==> src/rtl/cpu_defs.sv <==
// Shared CPU definitions: data-path widths, arbiter state encoding and the
// rule that decides when a dual-pipe bundle must be split across two cycles.
package cpu_defs;

  localparam int unsigned AW_DEF   = 32;
  localparam int unsigned DW_DEF   = 32;
  localparam int unsigned CNTW_DEF = 16;

  localparam logic [0:0] ST_IDLE     = 1'b0;
  localparam logic [0:0] ST_SLV_PEND = 1'b1;

  // Two reads of one address can share a single memory access; any other
  // pair of requests needs the port twice.
  function automatic logic needs_serialize(input logic m_req,
                                           input logic m_we,
                                           input logic s_req,
                                           input logic s_we,
                                           input logic addr_eq);
    return m_req && s_req && !(!m_we && !s_we && addr_eq);
  endfunction

endpackage

==> src/rtl/dmem_arbiter.sv <==
// Shares one data-memory port between the master and slave MEM stages.
// Conflicting bundles serve the master first and the slave one cycle later.
module dmem_arbiter
  import cpu_defs::*;
#(
  parameter int unsigned AW   = AW_DEF,
  parameter int unsigned DW   = DW_DEF,
  parameter int unsigned CNTW = CNTW_DEF
) (
  input  logic            clk,
  input  logic            rst,
  input  logic            m_req_i,
  input  logic            m_we_i,
  input  logic [AW-1:0]   m_addr_i,
  input  logic [DW-1:0]   m_wdata_i,
  output logic [DW-1:0]   m_rdata_o,
  input  logic            s_req_i,
  input  logic            s_we_i,
  input  logic [AW-1:0]   s_addr_i,
  input  logic [DW-1:0]   s_wdata_i,
  output logic [DW-1:0]   s_rdata_o,
  output logic            stall_o,
  output logic [3:0]      mem_we_o,
  output logic [AW-1:0]   mem_addr_o,
  output logic [DW-1:0]   mem_wdata_o,
  input  logic [DW-1:0]   mem_rdata_i,
  output logic [CNTW-1:0] conflict_cnt_o
);

  logic [0:0]      state_q, state_d;
  logic            pend_we_q, pend_we_d;
  logic [AW-1:0]   pend_addr_q, pend_addr_d;
  logic [DW-1:0]   pend_wdata_q, pend_wdata_d;
  logic [DW-1:0]   m_hold_q, m_hold_d;
  logic [CNTW-1:0] cnt_q, cnt_d;

  logic addr_eq;
  logic serialize;

  assign addr_eq   = (m_addr_i == s_addr_i);
  // Depends only on state and request fields, never on mem_rdata_i.
  assign serialize = (state_q == ST_IDLE) &&
                     needs_serialize(m_req_i, m_we_i, s_req_i, s_we_i, addr_eq);

  always_comb begin
    // NOTE: every output gets a default before the case so no path can leave
    // one unassigned; a missing default here would infer a latch.
    state_d     = state_q;
    stall_o     = 1'b0;
    mem_we_o    = 4'h0;
    mem_addr_o  = m_addr_i;
    mem_wdata_o = m_wdata_i;
    m_rdata_o   = mem_rdata_i;
    s_rdata_o   = mem_rdata_i;

    case (state_q)
      ST_IDLE: begin
        if (m_req_i) begin
          mem_we_o = {4{m_we_i}};
          if (serialize) begin
            stall_o = 1'b1;
            state_d = ST_SLV_PEND;
          end
        end else if (s_req_i) begin
          mem_addr_o  = s_addr_i;
          mem_wdata_o = s_wdata_i;
          mem_we_o    = {4{s_we_i}};
        end
      end
      ST_SLV_PEND: begin
        mem_addr_o  = pend_addr_q;
        mem_wdata_o = pend_wdata_q;
        mem_we_o    = {4{pend_we_q}};
        m_rdata_o   = m_hold_q;
        state_d     = ST_IDLE;
      end
      default: state_d = ST_IDLE;
    endcase

    // Held in reset: no stall and no memory write, whatever the pipes request.
    if (!rst) begin
      stall_o  = 1'b0;
      mem_we_o = 4'h0;
    end
  end

  assign pend_we_d    = serialize ? s_we_i      : pend_we_q;
  assign pend_addr_d  = serialize ? s_addr_i    : pend_addr_q;
  assign pend_wdata_d = serialize ? s_wdata_i   : pend_wdata_q;
  assign m_hold_d     = serialize ? mem_rdata_i : m_hold_q;
  assign cnt_d        = (serialize && !(&cnt_q)) ? cnt_q + CNTW'(1'b1) : cnt_q;

  always_ff @(posedge clk or negedge rst) begin
    if (!rst) begin
      state_q      <= ST_IDLE;
      pend_we_q    <= 1'b0;
      pend_addr_q  <= '0;
      pend_wdata_q <= '0;
      m_hold_q     <= '0;
      cnt_q        <= '0;
    end else begin
      // NOTE: non-blocking assignments so every register samples the values
      // from before this edge, independent of statement order.
      state_q      <= state_d;
      pend_we_q    <= pend_we_d;
      pend_addr_q  <= pend_addr_d;
      pend_wdata_q <= pend_wdata_d;
      m_hold_q     <= m_hold_d;
      cnt_q        <= cnt_d;
    end
  end

  assign conflict_cnt_o = cnt_q;

endmodule

==> config.mk <==
export PLATFORM = sky130hd
export DESIGN_NAME = dmem_arbiter
export DESIGN_NICKNAME = d
export VERILOG_FILES = /design/src/rtl/cpu_defs.sv /design/src/rtl/dmem_arbiter.sv
export SDC_FILE = /design/constraint.sdc
export NUM_CORES = 1
export LEC_CHECK = 0
export CAP_MARGIN = 15
export CORE_AREA = 2 2 128 162
export DETAILED_ROUTE_END_ITERATION = 10
export DIE_AREA = 0 0 130 164
export GPL_TIMING_DRIVEN = 1
export PLACE_DENSITY = 0.69
export REMOVE_ABC_BUFFERS = 1
export SETUP_SLACK_MARGIN = 0.15
export SLEW_MARGIN = 20
export SYNTH_ARGS = -nofsm -noshare
export SYNTH_HDL_FRONTEND = slang
export SYNTH_SLANG_ARGS = --single-unit
==> constraint.sdc <==
create_clock -name clk -period 2.55 [get_ports clk]
set_clock_uncertainty 0.1 [all_clocks]
set_input_delay 0.51 -clock clk [delete_from_list [all_inputs] [get_ports clk]]
set_output_delay 0.51 -clock clk [all_outputs]
set_load 0.01 [all_outputs]
* Yosys cells after proc, flatten, opt, wreduce, memory -nomap -nowiden
Index checks and enable logic that the tools add are counted.
Storage, ports and cells: register bits 114, input port bits 166, output and inout port bits 149, word-level logic and storage cells 36
Cells by class: add/sub/neg operators 1, eq/ne operators 1, muxes and demuxes 16, bitwise gates (word level) 1, reduce and logical (&&, ||, !) cells 11
Operator list (count):
- 32-bit two-way mux | 5
- 32-bit case mux with 2 select lines | 2
- 32-bit equality test | 1
- 16-bit by 1-bit adder with 16-bit output, second input constant | 1
- 16-bit AND reduction | 1
- 4-bit two-way mux | 3
- 4-bit case mux with 2 select lines | 1
- 1-bit logical AND | 6
- 1-bit zero test | 4
- 1-bit two-way mux | 4
- 1-bit case mux with 2 select lines | 1
- 1-bit NOT | 1

* Depth between registers and ports, before layout
Gate-level depths: netlist (run 1).
depth after elaboration 10, gate-level depth with buffers 8, depth with buffers taken out 6

* Least setup slack after synthesis (run 1)
No wires, ideal clock.
path kind input to output, start input m_addr_i[2], end output stall_o, arrival 1774 ps, data required time 1940 ps, path slack 166 ps, cell stages on the path 7, path buffers 2, cells stage by stage xnor2_1 > nand4_1 > nor4_1 > a31oi_2 > buf_4 > buf_2 > and2_1
On the way: word-level cells in the longest chain between the ends 9
RTL lines:
- start, declared | line dmem_arbiter.sv:14 | input logic [AW-1:0] m_addr_i,
- 32-bit equality test | line dmem_arbiter.sv:40 | assign addr_eq = (m_addr_i == s_addr_i);
- 1-bit logical AND | line cpu_defs.sv:19 | return m_req && s_req && !(!m_we && !s_we && addr_eq);
- 1-bit zero test | line cpu_defs.sv:19
- 1-bit logical AND | line cpu_defs.sv:19
- 1-bit logical AND | line dmem_arbiter.sv:42 | assign serialize = (state_q == ST_IDLE) &&
- 1-bit two-way mux | line dmem_arbiter.sv:60 | if (serialize) begin
- 1-bit two-way mux | line dmem_arbiter.sv:58 | if (m_req_i) begin
- 1-bit two-way mux | line dmem_arbiter.sv:56 | case (state_q)
- 1-bit two-way mux | line dmem_arbiter.sv:81 | if (!rst) begin
- end, declared | line dmem_arbiter.sv:22 | output logic stall_o,
No other way between the ends.

* Worst setup path in the final report (run 1)
start input s_addr_i[13], end output stall_o
On the way: word-level cells in the longest chain between the ends 9
RTL lines:
- start, declared | line dmem_arbiter.sv:19 | input logic [AW-1:0] s_addr_i,
- 32-bit equality test | line dmem_arbiter.sv:40
- 1-bit logical AND | line cpu_defs.sv:19
- 1-bit zero test | line cpu_defs.sv:19
- 1-bit logical AND | line cpu_defs.sv:19
- 1-bit logical AND | line dmem_arbiter.sv:42
- 1-bit two-way mux | line dmem_arbiter.sv:60
- 1-bit two-way mux | line dmem_arbiter.sv:58
- 1-bit two-way mux | line dmem_arbiter.sv:56
- 1-bit two-way mux | line dmem_arbiter.sv:81
No other way between the ends.

==> metrics, run 1 <==
Most used DFF post-synth dfrtp_1; number of synthesized flops with an enable pin 0; Synth cell types 33; clk sink count 114; register bit total from synthesis about 110; commonest non-fill, non-tap cells in the layout 146 x clkdlybuf4s50_1, 113 x dfrtp_1, 94 x mux2_2; Die Width approximately 130 um; Syn Std Cell Area slightly below 7000 um2; layout cells sized above 1 roughly two fifths; critical path required time between 1.5 and 2 ns; CP max-delay cell nor4_4; unrepaired setup endpoints after global routing true; Rel. slew slack 36.0%; CP Max Fanout 3; remaining antenna violation count after routing 0; endpoints failing hold 0; status completed; DRT Wirelength around 22000 um; GRT overflow 0; vias per inst 4.82; CP Class in -> out; Vias just under 6000; initial antenna violation count 1; min cycle time layout approximately 2.4 ns; period utilisation layout 96.0%; filler cell count approximately 1800; I/O pin count between 300 and 400; Worst Hold Class in -> reg; largest net degree at the start of global routing 73; first-pass GRT wire length roughly 32000 um; clk slew on worst S/H paths 0.05 ns; Leak 4.86 nW; Core Box Area roughly 20000 um2; synth-to-layout area growth 63.4%; Crit path buffers/inverters 2; total die area ~21000 um2; clock latency on the worst-skew pair slightly above 0.4 ns; fmax between 400 and 500 MHz; sequential share of the synthesized area between 40% and 50%; Worst IR Drop VDD 0.374 mV; final setup fails 0; Rows 58; Initial Util between 30% and 40%; Final #Nets between 1000 and 1500; ys async rst share 100%; Post-Syn Instances 618; Yosys Warn Count 0; Routed WL per cell between 15 and 20 um; slowest cell delay on critical path between 0.3 and 0.4 ns; total track usage between 10% and 20%; CP endpoint kind output pin; Die Y approximately 160 um; CTS tree yes; Top Family by Delay on Critical Path simple AND/OR/NAND/NOR gates; CP Cell Sequence clkdlybuf4s15_1 > nand2b_1 > o2111ai_2 > nor4_4 > a31oi_4 > and2_4 > buf_6; max-slew violation count 0; Critical Path Start Type input port; port bufs 314; DRC viols 0; slew of the pin with the lowest slew margin ~0.96 ns; Max Cap Viol 0; vias in the first global route around 6000; worst-case clock buffer depth 2; Data arrival, critical path roughly 1.8 ns; H-Tree Depth 4; P per Cell Area between 500 and 600 nW/um2; Pre-antenna DRT Iters 4; Post-DP HPWL approximately 14000 um; total power draw between 6 and 7 mW; initial DRC count ~170; CTS root buf clkbuf_16; total negative slack 0 ns; Avg Cell Area, Syn 11.1 um2; Routability Congestion about 0.8; most common cell after layout, fill and taps aside clkdlybuf4s50_1; cts bufs inserted 17
[path summary, 6_finish.rpt]
path / startpoint / to / slack, ns / cells past startpoint
hold / removal: s_addr_i[9] / pend_addr_q[9]$_DFFE_PN0P_ / 0.26 / 2
setup / recovery: s_addr_i[13] / stall_o / 0.10 / 7
setup reg to reg: state_q$_DFF_PN0_ / m_hold_q[13]$_DFFE_PN0P_ / 0.37 / 6
hold reg to reg: pend_wdata_q[24]$_DFFE_PN0P_ / pend_wdata_q[24]$_DFFE_PN0P_ / 0.39 / 1
max in group asynchronous: rst / pend_addr_q[4]$_DFFE_PN0P_ / 0.79 / 3
min in group asynchronous: rst / pend_wdata_q[15]$_DFFE_PN0P_ / 0.37 / 2
[final cells by class]
| type | count | area [um2] | area share (%) |
|---|---|---|---|
| Antenna cell | 1 | 2.50 | 0.0224 |
| Sequential cell | 114 | 2860 | 25.6 |
| Tap cell | 270 | 338 | 3.02 |
| Clock buffer | 18 | 439 | 3.93 |
| Inverter | 5 | 18.8 | 0.168 |
| Clock inverter | 14 | 179 | 1.60 |
| Multi-Input combinational cell | 426 | 3710 | 33.2 |
| Timing Repair Buffer | 383 | 3630 | 32.5 |
[synthesized netlist by cell type, drive strengths merged, types with 3 or more instances]
library cell    n  area share, %
o21ai          65            4.8
clkbuf         19            1.0
nand2b          4           0.37
nor2            4           0.22
nand4          13            1.2
and3            3           0.27
dfrtp         114             42
buf            54            5.6
xor2            6           0.77
nor4            3           0.27
inv             5           0.27
nand2          71            3.9
mux2i          63            9.2
mux2          132             23
nor3            3           0.22
xnor2          33            4.2
a21oi           4           0.29
nand3           9           0.66
[report_power, final]
group	switching, mW	total, mW	internal, mW
clock	0.919	2.49	1.58
combinational	0.759	1.84	1.08
sequential	0.194	2.32	2.12
[flip-flops by register name, indices dropped and copies added, names as in the netlist]
register / cells
pend_addr_q: 32
conflict_cnt_o: 16
state_q: 1
pend_wdata_q: 32
pend_we_q: 1
m_hold_q: 32
[worst reg2reg max path, cell delays in order, from the launching register on]
cell      delay, ns
dfrtp_4        0.51
nand3b_1       0.22
a31oi_4        0.17
buf_4          0.14
buf_12         0.33
buf_16         0.23
mux2_2         0.36
[metal layers]
metal	GRT usage [%]	vias to the layer above	part of all wire, %
met2	35.4	212	52
met1	23.6	2865	40
met5	0	-	0
met4	6.55	0	1.6
met3	4.46	24	6.1
li1	-	2827	-
[cells by family (layout without fill, tap and decap cells)]
| kind of cell | Yosys count | in the layout | synth area share, % |
|---|---|---|---|
| fa+ha+maj | 1 | 1 | 0.183 |
| simple gates | 116 | 116 | 7.74 |
| compound gates | 75 | 75 | 5.80 |
| mux | 195 | 195 | 32.6 |
| buf+inv | 78 | 420 | 6.92 |
| flops | 114 | 114 | 41.7 |
| other cells | 0 | 1 | 0 |
| xor+xnor | 39 | 39 | 5.00 |
[timing repair]
action / CTS / global route
hold buffers: 1 / 0
pin swaps: 29 / 31
setup buffers: 6 / 3
cloned: 11 / 2
setup endpoints to repair: 215 / 86
gates resized for setup: 558 / 123
hold endpoints to repair: 5 / 0
[through the flow]
| stage | worst slack [ns] | instances | cell area (um2) | hold slack (ns) | utilization, % |
|---|---|---|---|---|---|
| global route | 0.0246 | 1231 | 11200 | 0.246 | 56.4 |
| global placement | -0.959 | 1175 | 10300 | 0.254 | 52.1 |
| detailed placement | -0.972 | 1175 | 10300 | 0.254 | 52.1 |
| finish | 0.103 | 1231 | 11200 | 0.256 | 56.4 |
| CTS | -0.0394 | 1225 | 11100 | 0.351 | 56.2 |
| floorplan | -4.53 | 545 | 6380 | 0.114 | - |
Power figures use the tool's default switching activity.
==> run 2, diff against run 1 <==
Settings changed: CAP_MARGIN 15 to 20, GPL_ROUTABILITY_DRIVEN from default to 0, SKIP_CTS_REPAIR_TIMING from default to 1.
==> metrics, run 2 (same netlist as run 1, synthesis figures left out) <==
first-pass GRT wire length 29900 um; Die Y around 160 um; status finished, violations left; DRC viols 0; fmax 392 MHz; cts bufs inserted 17; vias per inst between 4 and 5; DRT Wirelength between 20000 and 25000 um; Core Box Area between 15000 and 20000 um2; CP endpoint kind output pin; Data arrival, critical path 1.94 ns; layout cells sized above 1 a little under a third; final setup fails 1; GRT overflow 0; Inst Count DP around 1200; initial antenna violation count 4; failing checks negative setup slack; CP max-delay cell nor4_2; top flop regs m_hold_q (32), pend_addr_q (32), pend_wdata_q (32); largest net degree at the start of global routing 90; Crit path buffers/inverters 3; endpoints failing hold 0; Rel. slew slack between 30% and 40%; CP Max Fanout 2; Die Width approximately 130 um; non-filler cells in the finished layout around 1200; vias in the first global route between 5000 and 6000; commonest non-fill, non-tap cells in the layout 148 x clkdlybuf4s50_1, 134 x dlymetal6s2s_1, 113 x dfrtp_1; Rows 58; total power draw 6.74 mW; CP Cell Sequence dlymetal6s2s_1 > xnor2_2 > nand4_1 > nor4_2 > buf_4 > a31oi_4 > and2_4 > buf_6; Worst IR Drop VDD a little under 0.4 mV; worst-case clock buffer depth 2; Final #Nets about 1100; clk sink count approximately 110; Post-DP HPWL around 14000 um; H-Tree Depth 4; clock latency on the worst-skew pair 0.41 ns; initial DRC count 149; Max Cap Viol 0; CTS root buf clkbuf_16; synth-to-layout area growth 74.5%; CTS tree yes; slew of the pin with the lowest slew margin 0.962 ns; I/O pin count approximately 320; Initial Util about 35%; Pre-antenna DRT Iters 5; post-route cell area about 12000 um2; Worst Hold Class in -> reg; unrepaired setup endpoints after global routing true; Post-DP Area about 10000 um2; max-slew violation count 0; Routed WL per cell approximately 19 um; total die area approximately 21000 um2; filler cell count 1634; most common cell after layout, fill and taps aside clkdlybuf4s50_1; PnR worst setup slack -0.000994 ns; Vias about 6000; total track usage 18.1%; period utilisation layout 100%; port bufs between 300 and 400; slowest cell delay on critical path approximately 0.27 ns; min cycle time layout 2.55 ns; Top Family by Delay on Critical Path simple AND/OR/NAND/NOR gates; Leak approximately 6.1 nW; critical path required time roughly 1.9 ns; remaining antenna violation count after routing 0; P per Cell Area 565 nW/um2; clk slew on worst S/H paths around 0.05 ns; CP Class in -> out; Critical Path Start Type input port
==> run 2: changes by cell type in the layout (fill, tap and decap cells not counted), sizes merged <==
cell,change
bufbuf,-1
dlygate4sd2,-15
buf,-83
clkdlybuf4s50,+2
dlymetal6s2s,+126
diode,+3
clkdlybuf4s15,-22
clkbuf,+5
==> run 2: final timing paths <==
path	startpoint	cells after the start	to	slack [ns]
max	s_addr_i[4]	8	stall_o	-0.001
min	s_addr_i[10]	2	pend_addr_q[10]$_DFFE_PN0P_	0.26
max reg2reg	state_q$_DFF_PN0_	8	m_hold_q[13]$_DFFE_PN0P_	0.44
min reg2reg	pend_wdata_q[25]$_DFFE_PN0P_	1	pend_wdata_q[25]$_DFFE_PN0P_	0.40
max in group asynchronous	rst	3	m_hold_q[22]$_DFFE_PN0P_	0.78
min in group asynchronous	rst	2	pend_wdata_q[15]$_DFFE_PN0P_	0.37
==> run 2: worst register-to-register path, stage by stage, from the launching register on <==
cell and delay (ns):
dfrtp_4 0.49, nand3b_1 0.23, a31oi_4 0.19, buf_6 0.14, clkbuf_16 0.16, buf_12 0.14
buf_12 0.11, buf_16 0.11, mux2_2 0.33
==> run 2: cell type report <==
type / instances / area (um2) / area share, %
antenna: 4 / 10.0 / 0.0839
clock inverter: 14 / 179 / 1.50
inverter: 5 / 18.8 / 0.157
sequential: 114 / 2860 / 24.0
multi-input combinational: 426 / 3670 / 30.8
timing repair buffer: 395 / 4420 / 37.0
tap: 270 / 338 / 2.83
clock buffer: 18 / 439 / 3.68
==> run 2: report_power, final <==
part / internal (mW) / switching (mW)
clock network: 1.58 / 0.912
logic: 1.17 / 0.757
registers: 2.12 / 0.195
total: 4.87 / 1.86
==> run 2: layer usage <==
metal / routed length, um / vias up / part of all wire, % / GRT usage [%]
met5: 0 / - / 0 / 0
met4: 363 / 0 / 1.6 / 6.60
met3: 1380 / 22 / 6.0 / 4.76
met2: 12100 / 207 / 52 / 32.3
met1: 9280 / 2915 / 40 / 20.8
li1: - / 2845 / - / -
==> run 2: metrics by stage <==
| stage | TNS, ns | util, % | hold WS (ns) | worst slack [ns] |
|---|---|---|---|---|
| CTS | -68.70 | 55.2 | -0.194 | -0.867 |
| floorplan | -753.85 | - | 0.114 | -4.53 |
| global route | -0.0268 | 60.2 | 0.243 | -0.0268 |
| finish | -0.000994 | 60.2 | 0.258 | -0.000994 |
| global placement | -111.71 | 52.1 | 0.254 | -0.959 |
| detailed placement | -110.45 | 52.1 | 0.254 | -0.972 |
